`config.mk`:
```
export PLATFORM = sky130hd
export DESIGN_NAME = score_display
export DESIGN_NICKNAME = d
export VERILOG_FILES = /design/src/rtl/score_display.sv
export SDC_FILE = /design/constraint.sdc
export NUM_CORES = 1
export LEC_CHECK = 0
export CORE_ASPECT_RATIO = 1.4
export CORE_MARGIN = 3
export CORE_UTILIZATION = 52
export CTS_CLUSTER_SIZE = 40
export DETAILED_ROUTE_END_ITERATION = 8
export GPL_ROUTABILITY_DRIVEN = 0
export GPL_TIMING_DRIVEN = 0
export PLACE_DENSITY = 0.74
export SYNTH_ARGS = -nofsm -noshare
export SYNTH_HDL_FRONTEND = slang
export SYNTH_SLANG_ARGS = --single-unit
```
`constraint.sdc`:
```
create_clock -name clk -period 1.9 [get_ports clk]
set_clock_uncertainty 0.1 [all_clocks]
set_input_delay 0.19 -clock clk [delete_from_list [all_inputs] [get_ports clk]]
set_output_delay 0.19 -clock clk [all_outputs]
set_load 0.02 [all_outputs]
```
`src/rtl/score_display.sv`:
```
// Binary score -> saturated 4-digit BCD (sequential double dabble) -> multiplexed
// common-anode seven-segment display. Optional macro: LEADING_ZERO_BLANK_EN.
module score_display #(
    parameter int SCORE_W     = 16,
    parameter int REFRESH_DIV = 100000,
    parameter int SAT_VALUE   = 9999
) (
    input  logic               clk,
    input  logic               reset,
    input  logic [SCORE_W-1:0] score,
    output logic [3:0]         an,
    output logic [6:0]         seg,
    output logic               dp,
    output logic               busy,
    output logic               bcd_valid
);

    localparam int CNT_W  = (REFRESH_DIV > 2) ? $clog2(REFRESH_DIV) : 1;
    localparam int BIN_W  = 14;
    localparam int SHIFTS = 14;

    typedef enum logic [1:0] {
        IDLE,
        CONV,
        LOAD
    } state_t;

    state_t              state_q, state_d;
    logic [SCORE_W-1:0]  last_score_q, last_score_d;
    logic                ovf_q, ovf_d;
    logic [BIN_W-1:0]    bin_q, bin_d;
    logic [15:0]         bcd_q, bcd_d;
    logic [3:0]          bit_cnt_q, bit_cnt_d;
    logic [15:0]         digits_q, digits_d;
    logic                busy_q, busy_d;
    logic                bcd_valid_q, bcd_valid_d;

    logic [CNT_W-1:0]    refresh_q, refresh_d;
    logic [1:0]          sel_q, sel_d;
    logic [3:0]          an_q, an_d;
    logic [6:0]          seg_q, seg_d;
    logic                dp_q, dp_d;

    logic [15:0]         bcd_adj;
    logic [BIN_W-1:0]    score_sat;
    logic                score_ovf;
    logic [3:0]          cur_digit;
    logic                blank;

    function automatic logic [6:0] seg_decode(input logic [3:0] d);
        logic [6:0] s;
        case (d)
            4'd0:    s = 7'b1000000;
            4'd1:    s = 7'b1111001;
            4'd2:    s = 7'b0100100;
            4'd3:    s = 7'b0110000;
            4'd4:    s = 7'b0011001;
            4'd5:    s = 7'b0010010;
            4'd6:    s = 7'b0000010;
            4'd7:    s = 7'b1111000;
            4'd8:    s = 7'b0000000;
            4'd9:    s = 7'b0010000;
            default: s = 7'b1111111;
        endcase
        return s;
    endfunction

    // Saturation happens before the shift register, so 14 bits always suffice.
    always_comb begin
        score_ovf = (score > SCORE_W'(SAT_VALUE));
        score_sat = score_ovf ? BIN_W'(SAT_VALUE) : BIN_W'(score);
    end

    always_comb begin
        bcd_adj = '0;
        for (int unsigned i = 0; i < 4; i++) begin
            if (bcd_q[4*i +: 4] >= 4'd5)
                bcd_adj[4*i +: 4] = bcd_q[4*i +: 4] + 4'd3;
            else
                bcd_adj[4*i +: 4] = bcd_q[4*i +: 4];
        end
    end

    always_comb begin
        state_d      = state_q;
        last_score_d = last_score_q;
        ovf_d        = ovf_q;
        bin_d        = bin_q;
        bcd_d        = bcd_q;
        bit_cnt_d    = bit_cnt_q;
        digits_d     = digits_q;
        busy_d       = busy_q;
        bcd_valid_d  = 1'b0;

        case (state_q)
            IDLE: begin
                busy_d = 1'b0;
                if (score != last_score_q) begin
                    last_score_d = score;
                    ovf_d        = score_ovf;
                    bin_d        = score_sat;
                    bcd_d        = '0;
                    bit_cnt_d    = '0;
                    state_d      = CONV;
                    busy_d       = 1'b1;
                end
            end
            CONV: begin
                busy_d         = 1'b1;
                {bcd_d, bin_d} = {bcd_adj[14:0], bin_q, 1'b0};
                if (bit_cnt_q == 4'(SHIFTS - 1)) begin
                    state_d     = LOAD;
                    bcd_valid_d = 1'b1;
                end else begin
                    bit_cnt_d = bit_cnt_q + 4'd1;
                end
            end
            LOAD: begin
                digits_d = bcd_q;
                busy_d   = 1'b0;
                state_d  = IDLE;
            end
            default: begin
                busy_d  = 1'b0;
                state_d = IDLE;
            end
        endcase
    end

    always_comb begin
        if (refresh_q == CNT_W'(REFRESH_DIV - 1)) begin
            refresh_d = '0;
            sel_d     = sel_q + 2'd1;
        end else begin
            refresh_d = refresh_q + CNT_W'(1);
            sel_d     = sel_q;
        end
    end

    always_comb begin
        cur_digit = digits_q[4*sel_q +: 4];
`ifdef LEADING_ZERO_BLANK_EN
        // A slot blanks only when it and every more-significant digit are zero.
        case (sel_q)
            2'd3:    blank = (digits_q[15:12] == 4'd0);
            2'd2:    blank = (digits_q[15:8] == 8'd0);
            2'd1:    blank = (digits_q[15:4] == 12'd0);
            default: blank = 1'b0;
        endcase
`else
        blank = 1'b0;
`endif
        an_d  = ~(4'b0001 << sel_q);
        seg_d = blank ? 7'b1111111 : seg_decode(cur_digit);
        dp_d  = ~((sel_q == 2'd0) && ovf_q);
    end

    always_ff @(posedge clk) begin
        if (reset) begin
            state_q      <= IDLE;
            last_score_q <= '0;
            ovf_q        <= 1'b0;
            bin_q        <= '0;
            bcd_q        <= '0;
            bit_cnt_q    <= '0;
            digits_q     <= '0;
            busy_q       <= 1'b0;
            bcd_valid_q  <= 1'b0;
            refresh_q    <= '0;
            sel_q        <= '0;
            an_q         <= 4'b1110;
            seg_q        <= 7'b1000000;
            dp_q         <= 1'b1;
        end else begin
            state_q      <= state_d;
            last_score_q <= last_score_d;
            ovf_q        <= ovf_d;
            bin_q        <= bin_d;
            bcd_q        <= bcd_d;
            bit_cnt_q    <= bit_cnt_d;
            digits_q     <= digits_d;
            busy_q       <= busy_d;
            bcd_valid_q  <= bcd_valid_d;
            refresh_q    <= refresh_d;
            sel_q        <= sel_d;
            an_q         <= an_d;
            seg_q        <= seg_d;
            dp_q         <= dp_d;
        end
    end

    assign an        = an_q;
    assign seg       = seg_q;
    assign dp        = dp_q;
    assign busy      = busy_q;
    assign bcd_valid = bcd_valid_q;

endmodule

```
After elaboration in Yosys (flattened, before gate mapping)
Memories as Yosys holds them, arrays and structs flattened. A register that Yosys moved wholly into a read port is not among the register bits.
Index checks and enable logic that the tools add are counted.
- register bits after elaboration: 95
- bits in read-only memories: 112
- bits of input ports: 18
- output and inout bits: 14
- logic and storage cells: 67
- memories: 1
- memories (name ; depth ; width ; rd ports ; clocked after memory_dff ; wr ports ; RTL line ; source):
    (no name shown) ; 16 ; 7 ; 1 ; 1 ; 0 ; 52 ; case (d)
- add/sub/neg operators: 7
- magnitude comparators: 5
- equal/unequal tests: 8
- shifts and indexed selects: 2
- multiplexer cells: 18
- bitwise gates (word level): 3
- reductions and logical operators: 10
- operator list (operator ; number):
    16-bit case mux with 2 select lines ; 1
    14-bit 2-to-1 mux ; 2
    14-bit case mux with 2 select lines ; 1
    4-bit 2-to-1 mux ; 5
    17-bit by 1-bit adder with 17-bit output (second input constant) ; 1
    17-bit == test (second input constant) ; 1
    4-bit by 3-bit >= comparator with 1-bit output (second input constant) ; 4
    16-bit by 14-bit greater-than comparator with 1-bit output (second input constant) ; 1
    16-bit 2-to-1 mux ; 1
    16-bit inequality test ; 1
    16-bit by 5-bit variable part select with 4-bit output ; 1
    4-bit by 2-bit adder with 4-bit output (second input constant) ; 3
    4-bit case mux with 2 select lines ; 1
    2-bit inequality test (second input constant) ; 3
    2-bit AND reduction ; 3
    4-bit by 1-bit adder with 4-bit output (second input constant) ; 1
    4-bit == test (second input constant) ; 1
    2-bit zero test ; 2
    2-bit 2-to-1 mux ; 2
    4-bit inverter ; 1
    2-bit case mux with 2 select lines ; 1
    2-bit OR reduction ; 2
    1-bit by 2-bit left shift with 4-bit output (first input constant) ; 1
    3-bit by 2-bit adder with 3-bit output (second input constant) ; 1
    other kinds (10) ; 12

Longest topological paths before layout
Gate-level depths: netlist of run 1.
- depth in word-level cells: 4
- mapped depth: 7
- depth with buffers taken out: 7

Worst setup path after synthesis of run 1
No wires, ideal clock.
- path kind: register to register
- start point: register sel_q[0]
- end point: register seg_q[3] (netlist: seg[3])
- library setup time: 95 ps
- data arrival time: 1713 ps
- data required time: 1705 ps
- setup slack: -9 ps
- cell stages (with the launch flop): 6
- buffers on the path: 1
- period minus slack after synthesis: 1909 ps
- cells stage by stage: dfxtp_1 -> buf_2 -> mux4_2 -> inv_1 -> ha_1 -> a221oi_1
- word-level cells in the longest chain between the ends: 1
- ends and longest elaborated chain (element ; RTL line ; source):
    from (decl) ; 39 ; logic [1:0] sel_q, sel_d;
    from (signal assigned) ; 185 ; sel_q <= sel_d;
    16-bit by 5-bit variable part select with 4-bit output ; 141 ; cur_digit = digits_q[4*sel_q +: 4];
    to (decl) ; 41 ; logic [6:0] seg_q, seg_d;
Every way passes these cells.
A chain may end at the register's enable or synchronous reset.

Final worst setup path of run 1
- start point: register last_score_q[5]
- end point: register bcd_q[5]
- word-level cells in the longest chain between the ends: 3
- ends and longest elaborated chain (element ; RTL line ; source):
    from (decl) ; 29 ; logic [SCORE_W-1:0] last_score_q, last_score_d;
    from (signal assigned) ; 176 ; last_score_q <= last_score_d;
    16-bit inequality test ; 98 ; if (score != last_score_q) begin
    2-bit inequality test (no source line) ; -- ;
    2-bit AND reduction (no source line) ; -- ;
    to (signal assigned) ; 164 ; bcd_q <= '0;
    to (signal assigned) ; 179 ; bcd_q <= bcd_d;
    to (decl) ; 32 ; logic [15:0] bcd_q, bcd_d;
Every way passes these cells.

==> impl_metrics.env, run 1 <==
export IMPL_first_global_vias=4103
export IMPL_start_util=0.5392
export IMPL_crit_arrival_ns=2.06
export IMPL_syn_nets=605
export IMPL_hold_slack_ns=0.1255
export IMPL_stdcell_count=727
export IMPL_hpwl_um=8385
export IMPL_wl_per_cell_um=16.84
export IMPL_synthToLayoutAreaGrowth_pct=22.16
export IMPL_tns_ns=0
export IMPL_io_buffers=31
export IMPL_netlist_top_cells_area="dfxtp_1 (41%), xor2_1 (5.3%), ha_1 (5.1%)"
export IMPL_clock_fmax_mhz=526.4
export IMPL_critPathMaxFanout=7
export IMPL_drt_first_iter_violations=241
export IMPL_grt_overflow=0
export IMPL_drive_gt1_frac=0.1500
export IMPL_cts_htree_levels=3
export IMPL_leakagePower_nw=2.159
export IMPL_rsz0062_at_grt="yes"
export IMPL_cts_buffers=9
export IMPL_hold_buffers=0
export IMPL_first_pass_iters=5
export IMPL_floorplan_die_area_mm2=0.01069
export IMPL_finalWirelength_um=12240
export IMPL_cap_violations=0
export IMPL_period_minus_slack_ns=1.900
export IMPL_critPathKind="reg -> reg"
export IMPL_synthDistinctLibCells=49
export IMPL_synth_xor_area_frac=0.07471
export IMPL_start_kind="flip-flop"
export IMPL_r2r_end="bcd_q[5]"
export IMPL_switching_share=0.2403
export IMPL_r2r_setup_slack_ns=0.0005
export IMPL_synth_edff_count=0
export IMPL_synth_top_family_by_area="simple AND/OR/NAND/NOR gates"
export IMPL_track_usage=0.2307
export IMPL_postSynth_asyncResetShare=0
export IMPL_cts_tree="done"
export IMPL_busiest_layer="met2"
export IMPL_clock_latency_ns=0.35
export IMPL_finalMaxSlewViolations=0
export IMPL_top_level_ports=32
export IMPL_dp_cells=705
export IMPL_slew_headroom=0.4860
export IMPL_pwr_share_clk=0.436
export IMPL_synth_top_area_share=0.4147
export IMPL_finalHoldViolations=0
export IMPL_p_sw_w=0.001121
export IMPL_die_h_um=121.1
export IMPL_synth_adder_area_share=0.05083
export IMPL_status="finished, final reports clean"
export IMPL_use_met2=0.4054
export IMPL_grt_max_degree=18
export IMPL_synth_area_mux_share=0.02795
export IMPL_synth_simple_area_share=0.1936
export IMPL_synth_ff_type="dfxtp_1"
export IMPL_met3_usage=0.02989
export IMPL_rows=41
export IMPL_holdPathStages=3
export IMPL_clock_path_buffers=2
export IMPL_antenna_found_initial=0
export IMPL_min_period_over_period=0.9998
export IMPL_via_per_inst=5.886
export IMPL_synth_seq_cells=102
export IMPL_die_w_um=88.24
export IMPL_worst_pin_slew_ns=0.7710
export IMPL_num_nets_final=653
export IMPL_synth_avg_cell_area_um2=8.683
export IMPL_syn_area_mm2=0.004923
export IMPL_powerDensity_mw_per_mm2=775.5
export IMPL_rr_startpoint="last_score_q[5]"
export IMPL_grt_util_met1=0.2642
export IMPL_r2r_cells=7
export IMPL_grt_pass1_wl_um=19330
export IMPL_yosys_area_top_type="dfxtp_1"
export IMPL_critPathCaptureType="flip-flop"
export IMPL_cp_required_ns=2.06
export IMPL_drc=0
export IMPL_seq_power_share=0.479
export IMPL_crit_start="last_score_q[5]"
export IMPL_cts_root_buf="clkbuf_16"
export IMPL_n_antenna_cell=0
export IMPL_power_frac_comb=0.085
export IMPL_ant_nets=0
export IMPL_worstHoldStart="score[6]"
export IMPL_irDropWorstVdd_mv=0.5163
export IMPL_yosysSeqAreaShare=0.4147
export IMPL_finalSetupViolCount=0
export IMPL_yosysWarnings=0
export IMPL_core_area_mm2=0.009131
export IMPL_synthCells=567
export IMPL_vias=4279
export IMPL_intPower_w=0.003543
export IMPL_min_to="last_score_q[6]"
export IMPL_synth_compound_area_frac=0.1812
export IMPL_hp_class="in -> reg"
export IMPL_clock_sinks=102
export IMPL_path_clk_slew_ns=0.07
-- logic make-up after synthesis --
| group | after synthesis |
|---|---|
| and+or+nand+nor | 198 |
| AOI/OAI and AO/OA | 131 |
| DFF | 102 |
| buffers and inverters | 64 |
| xor gates and xnor gates | 42 |
| adders and majority gates | 20 |
| muxes | 10 |
-- sequential cells by signal, summed over array words and instances, names as in the netlist --
signal        flops
ovf_q             1
state_q           2
bcd_q            16
bin_q            14
refresh_q        17
sel_q             2
an                4
bit_cnt_q         4
busy              1
dp                1
seg               7
last_score_q     16
bcd_valid         1
digits_q         16
-- worst max path at each step --
stage | end | slack (ns) | cells past startpoint
after floorplan | seg[3] | 0.03 | 5
after global placement | bcd_q[9] | -0.53 | 8
after detailed placement | bcd_q[10] | -0.56 | 8
after CTS | bcd_q[10] | -0.02 | 7
after global routing | bcd_q[9] | -0.09 | 8
final | bcd_q[5] | 0.0005 | 7
-- critical path, stage by stage, from the launching register on --
cell,delay [ns]
dfxtp_2,0.34
xor2_2,0.18
nor4_4,0.32
and4_1,0.25
buf_6,0.16
a21oi_4,0.10
buf_6,0.16
o32ai_2,0.20
-- cells in the mapped netlist, types with 2 or more instances --
cell      instances
a22oi_1           6
nor2b_1           2
o21ai_1           3
mux2i_1           7
nand3_1          40
nor4_1            5
mux4_2            3
a31o_2            5
and4_1            4
or3_1             4
clkbuf_1         21
buf_1             4
nand4_1          12
nand2_1          59
o21ai_0          25
buf_6             3
nand2b_1          7
and2_1            2
ha_1             20
a311oi_1          6
nor3_1            9
a211oi_1          5
and3_1            3
a31oi_1          16
buf_4             2
inv_1            26
a21oi_1          45
xor2_1           30
xnor2_1          12
a221oi_1          2
buf_2             8
nor2_1           45
o32ai_2           9
dfxtp_1         102
-- power groups by stage --
stage	clock network [W]	registers, W	logic [W]
final	0.00203	0.00224	0.000396
after CTS	0.00206	0.00223	0.000349
after detailed placement	0	0.00228	0.000342
after global routing	0.00212	0.00224	0.000432
after global placement	0	0.00228	0.000335
after floorplan	0	0.00228	0.000211
-- per-layer routing --
| layer | up-vias | part of all wire | routed length (µm) |
|---|---|---|---|
| li1 | 2097 | - | - |
| met1 | 2017 | 0.39 | 4801 |
| met2 | 128 | 0.53 | 6466 |
| met3 | 37 | 0.039 | 476 |
| met4 | 0 | 0.041 | 497 |
| met5 | - | 0 | 0 |
-- per-stage QoR --
| stage | setup WS [ns] | instance area [µm²] | power, W | utilization |
|---|---|---|---|---|
| 2_1_floorplan | 0.03465 | 4926 | 0.002487 | - |
| 3_3_place_gp | -0.5252 | 5370 | 0.002615 | 0.5881 |
| 3_5_place_dp | -0.5637 | 5370 | 0.002624 | 0.5881 |
| 4_1_cts | -0.01811 | 5777 | 0.004642 | 0.6326 |
| 5_1_grt | -0.08739 | 6015 | 0.004796 | 0.6587 |
| 6_report | 0.0004581 | 6015 | 0.004664 | 0.6587 |
-- cell type report --
class                   count  area [µm²]
plain buffers              34       203.9
fillers                   736        3117
flip-flops and latches    102        2056
repair buffers             41       437.9
inverters                  26       97.59
multi-input cells         401        2753
clock inverters             6       93.84
clock buffers              10       239.0
well taps                 107       133.9
-- layout by cell type (no fill, tap or decap), types with 7 or more instances in the layout --
cell type,count
a21oi_1,45
nor3_1,9
clkbuf_16,11
clkdlybuf4s50_1,21
nor2_1,44
buf_6,7
xnor2_1,12
mux2i_1,7
buf_4,8
dfxtp_1,95
a31oi_1,15
nand4_1,12
clkbuf_1,14
ha_1,20
o32ai_2,8
o21ai_0,23
nand2_1,59
xor2_1,28
inv_1,25
nand3_1,35
-- repair_timing --
item                                   4_1_cts  5_1_grt
setup endpoints to repair                   69       80
gates cloned                                 0        3
endpoints found under the hold margin        0        0
pin swaps                                    3       16
gates resized for setup                     19       61
setup buffers                                5        2
No activity file was read; power rests on OpenSTA's default activity.
==> run 2, diff against run 1 <==
--- a/config.mk
+++ b/config.mk
@@ -6,7 +6,7 @@
 export NUM_CORES = 1
 export LEC_CHECK = 0
 export CORE_ASPECT_RATIO = 1.4
-export CORE_MARGIN = 3
+export CORE_MARGIN = 2
 export CORE_UTILIZATION = 52
 export CTS_CLUSTER_SIZE = 40
 export DETAILED_ROUTE_END_ITERATION = 8
==> impl_metrics.env, run 2 (same netlist as run 1, synthesis figures left out) <==
export IMPL_vias=4286
export IMPL_first_pass_iters=4
export IMPL_synthToLayoutAreaGrowth_pct=21.58
export IMPL_die_w_um=86.24
export IMPL_irDropWorstVdd_mv=0.4651
export IMPL_hold_slack_ns=0.1369
export IMPL_critPathCaptureType="flip-flop"
export IMPL_mostFrequentLayoutCells="dfxtp_1 (95), nand2_1 (59), a21oi_1 (44)"
export IMPL_slew_headroom=0.5246
export IMPL_first_global_vias=4148
export IMPL_num_nets_final=658
export IMPL_grt_pass1_wl_um=18730
export IMPL_die_h_um=119.1
export IMPL_worst_pin_slew_ns=0.7131
export IMPL_dp_cells=708
export IMPL_rsz0062_at_grt="yes"
export IMPL_crit_family="multiplexers"
export IMPL_clock_path_buffers=2
export IMPL_cts_tree="done"
export IMPL_violations="setup timing"
export IMPL_powerDensity_mw_per_mm2=763.1
export IMPL_cap_violations=0
export IMPL_rows=42
export IMPL_critPathKind="reg -> reg"
export IMPL_critPathMaxFanout=5
export IMPL_tns_ns=-0.007621
export IMPL_period_minus_slack_ns=1.908
export IMPL_drc=0
export IMPL_top_register="refresh_q"
export IMPL_finalWirelength_um=11920
export IMPL_use_met2=0.4278
export IMPL_worst_path_buf_inv=2
export IMPL_cp_slowest_cell="mux4_2"
export IMPL_grt_overflow=0
export IMPL_setup_ws_ns=-0.007621
export IMPL_stdcell_count=735
export IMPL_start_kind="flip-flop"
export IMPL_finalMaxSlewViolations=0
export IMPL_wl_per_cell_um=16.21
export IMPL_leakagePower_nw=2.138
export IMPL_n_antenna_cell=0
export IMPL_busiest_layer="met2"
export IMPL_floorplan_die_area_mm2=0.01027
export IMPL_min_period_over_period=1.004
export IMPL_hpwl_um=8443
export IMPL_path_clk_slew_ns=0.07
export IMPL_cts_htree_levels=3
export IMPL_clock_fmax_mhz=524.2
export IMPL_hp_class="in -> reg"
export IMPL_drt_first_iter_violations=192
export IMPL_grt_util_met1=0.2415
export IMPL_start_util=0.5264
export IMPL_met3_usage=0.03742
export IMPL_cts_buffers=9
export IMPL_final_fill_count=784
export IMPL_ant_nets=0
export IMPL_top_level_ports=32
export IMPL_cp_required_ns=2.05
export IMPL_track_usage=0.2300
export IMPL_finalHoldViolations=0
export IMPL_largest_reg_flops=17
export IMPL_critical_path_max_stage_delay_ns=0.56
export IMPL_finalSetupViolCount=1
export IMPL_status="finished, violations left"
export IMPL_core_area_mm2=0.009354
export IMPL_antenna_found_initial=0
export IMPL_layout_commonest_cell="dfxtp_1"
export IMPL_clock_latency_ns=0.35
export IMPL_crit_arrival_ns=2.06
export IMPL_drive_gt1_frac=0.1600
export IMPL_cts_root_buf="clkbuf_16"
export IMPL_clock_sinks=102
export IMPL_io_buffers=31
export IMPL_crit_chain="buf_6 > mux4_2 > inv_2 > ha_2 > mux2i_2 > a211oi_1"
export IMPL_grt_max_degree=16
export IMPL_via_per_inst=5.831
==> run 2: cell types whose count changed in the layout (fill, tap and decap cells not counted), sizes merged <==
cell and delta:
clkbuf +6, dlygate4sd2 +4, dlymetal6s2s -4, buf +1, clkinvlp -1, inv -1
==> run 2: path summary, 6_finish.rpt <==
path | from | to | slack (ns) | cells past startpoint
setup reg to reg | sel_q[0] | seg[0] | -0.008 | 6
setup / recovery | sel_q[0] | seg[0] | -0.008 | 6
hold / removal | score[4] | last_score_q[4] | 0.14 | 3
hold reg to reg | ovf_q | dp | 0.33 | 1
==> run 2: through the flow <==
step	power, W	area, µm²	util	setup WS [ns]
final	0.004568	5986	0.6399	-0.007621
after global routing	0.004711	5986	0.6399	-0.06722
after CTS	0.004582	5758	0.6156	0.004724
after detailed placement	0.002624	5374	0.5745	-0.5017
after global placement	0.002614	5374	0.5745	-0.4578
after floorplan	0.002487	4926	-	0.03465
==> run 2: layer usage <==
layer | share of wire | vias up
li1 | - | 2109
met3 | 0.037 | 31
met1 | 0.40 | 2035
met4 | 0.037 | 0
met2 | 0.53 | 111
met5 | 0 | -
==> run 2: repair_timing <==
action,CTS,global route
gates resized for setup,21,52
endpoints found under the setup margin,68,64
buffers inserted,5,5
gates cloned,0,3
pin swaps,5,17
hold buffers,0,0
==> run 2: area by class of cell <==
type | count | area (µm²) | share of cell area
Buffer | 36 | 216.5 | 0.03616
Clock buffer | 12 | 246.5 | 0.04118
Clock inverter | 4 | 70.07 | 0.01171
Inverter | 26 | 97.59 | 0.01630
Multi-Input combinational cell | 401 | 2725 | 0.4553
Sequential cell | 102 | 2053 | 0.3430
Tap cell | 110 | 137.6 | 0.02299
Timing Repair Buffer | 44 | 439.2 | 0.07337
==> run 2: power by group <==
part | switching, W | total [W] | leakage [nW] | internal, W
combinational | 0.000227 | 0.000368 | 1.15 | 0.000141
sequential | 0.0000419 | 0.00224 | 0.834 | 0.00219
clock | 0.000777 | 0.00196 | 0.157 | 0.00119
total | 0.00105 | 0.00457 | 2.14 | 0.00352
==> run 2: worst register-to-register path, delay by kind of cell, from the launching register on <==
kind                     cells  cell delay (ns)
buffers and inverters        2             0.27
flip-flops                   1             0.35
adder cells (fa/ha/maj)      1             0.20
AO/OA/AOI/OAI                1             0.25
multiplexers                 2             0.65
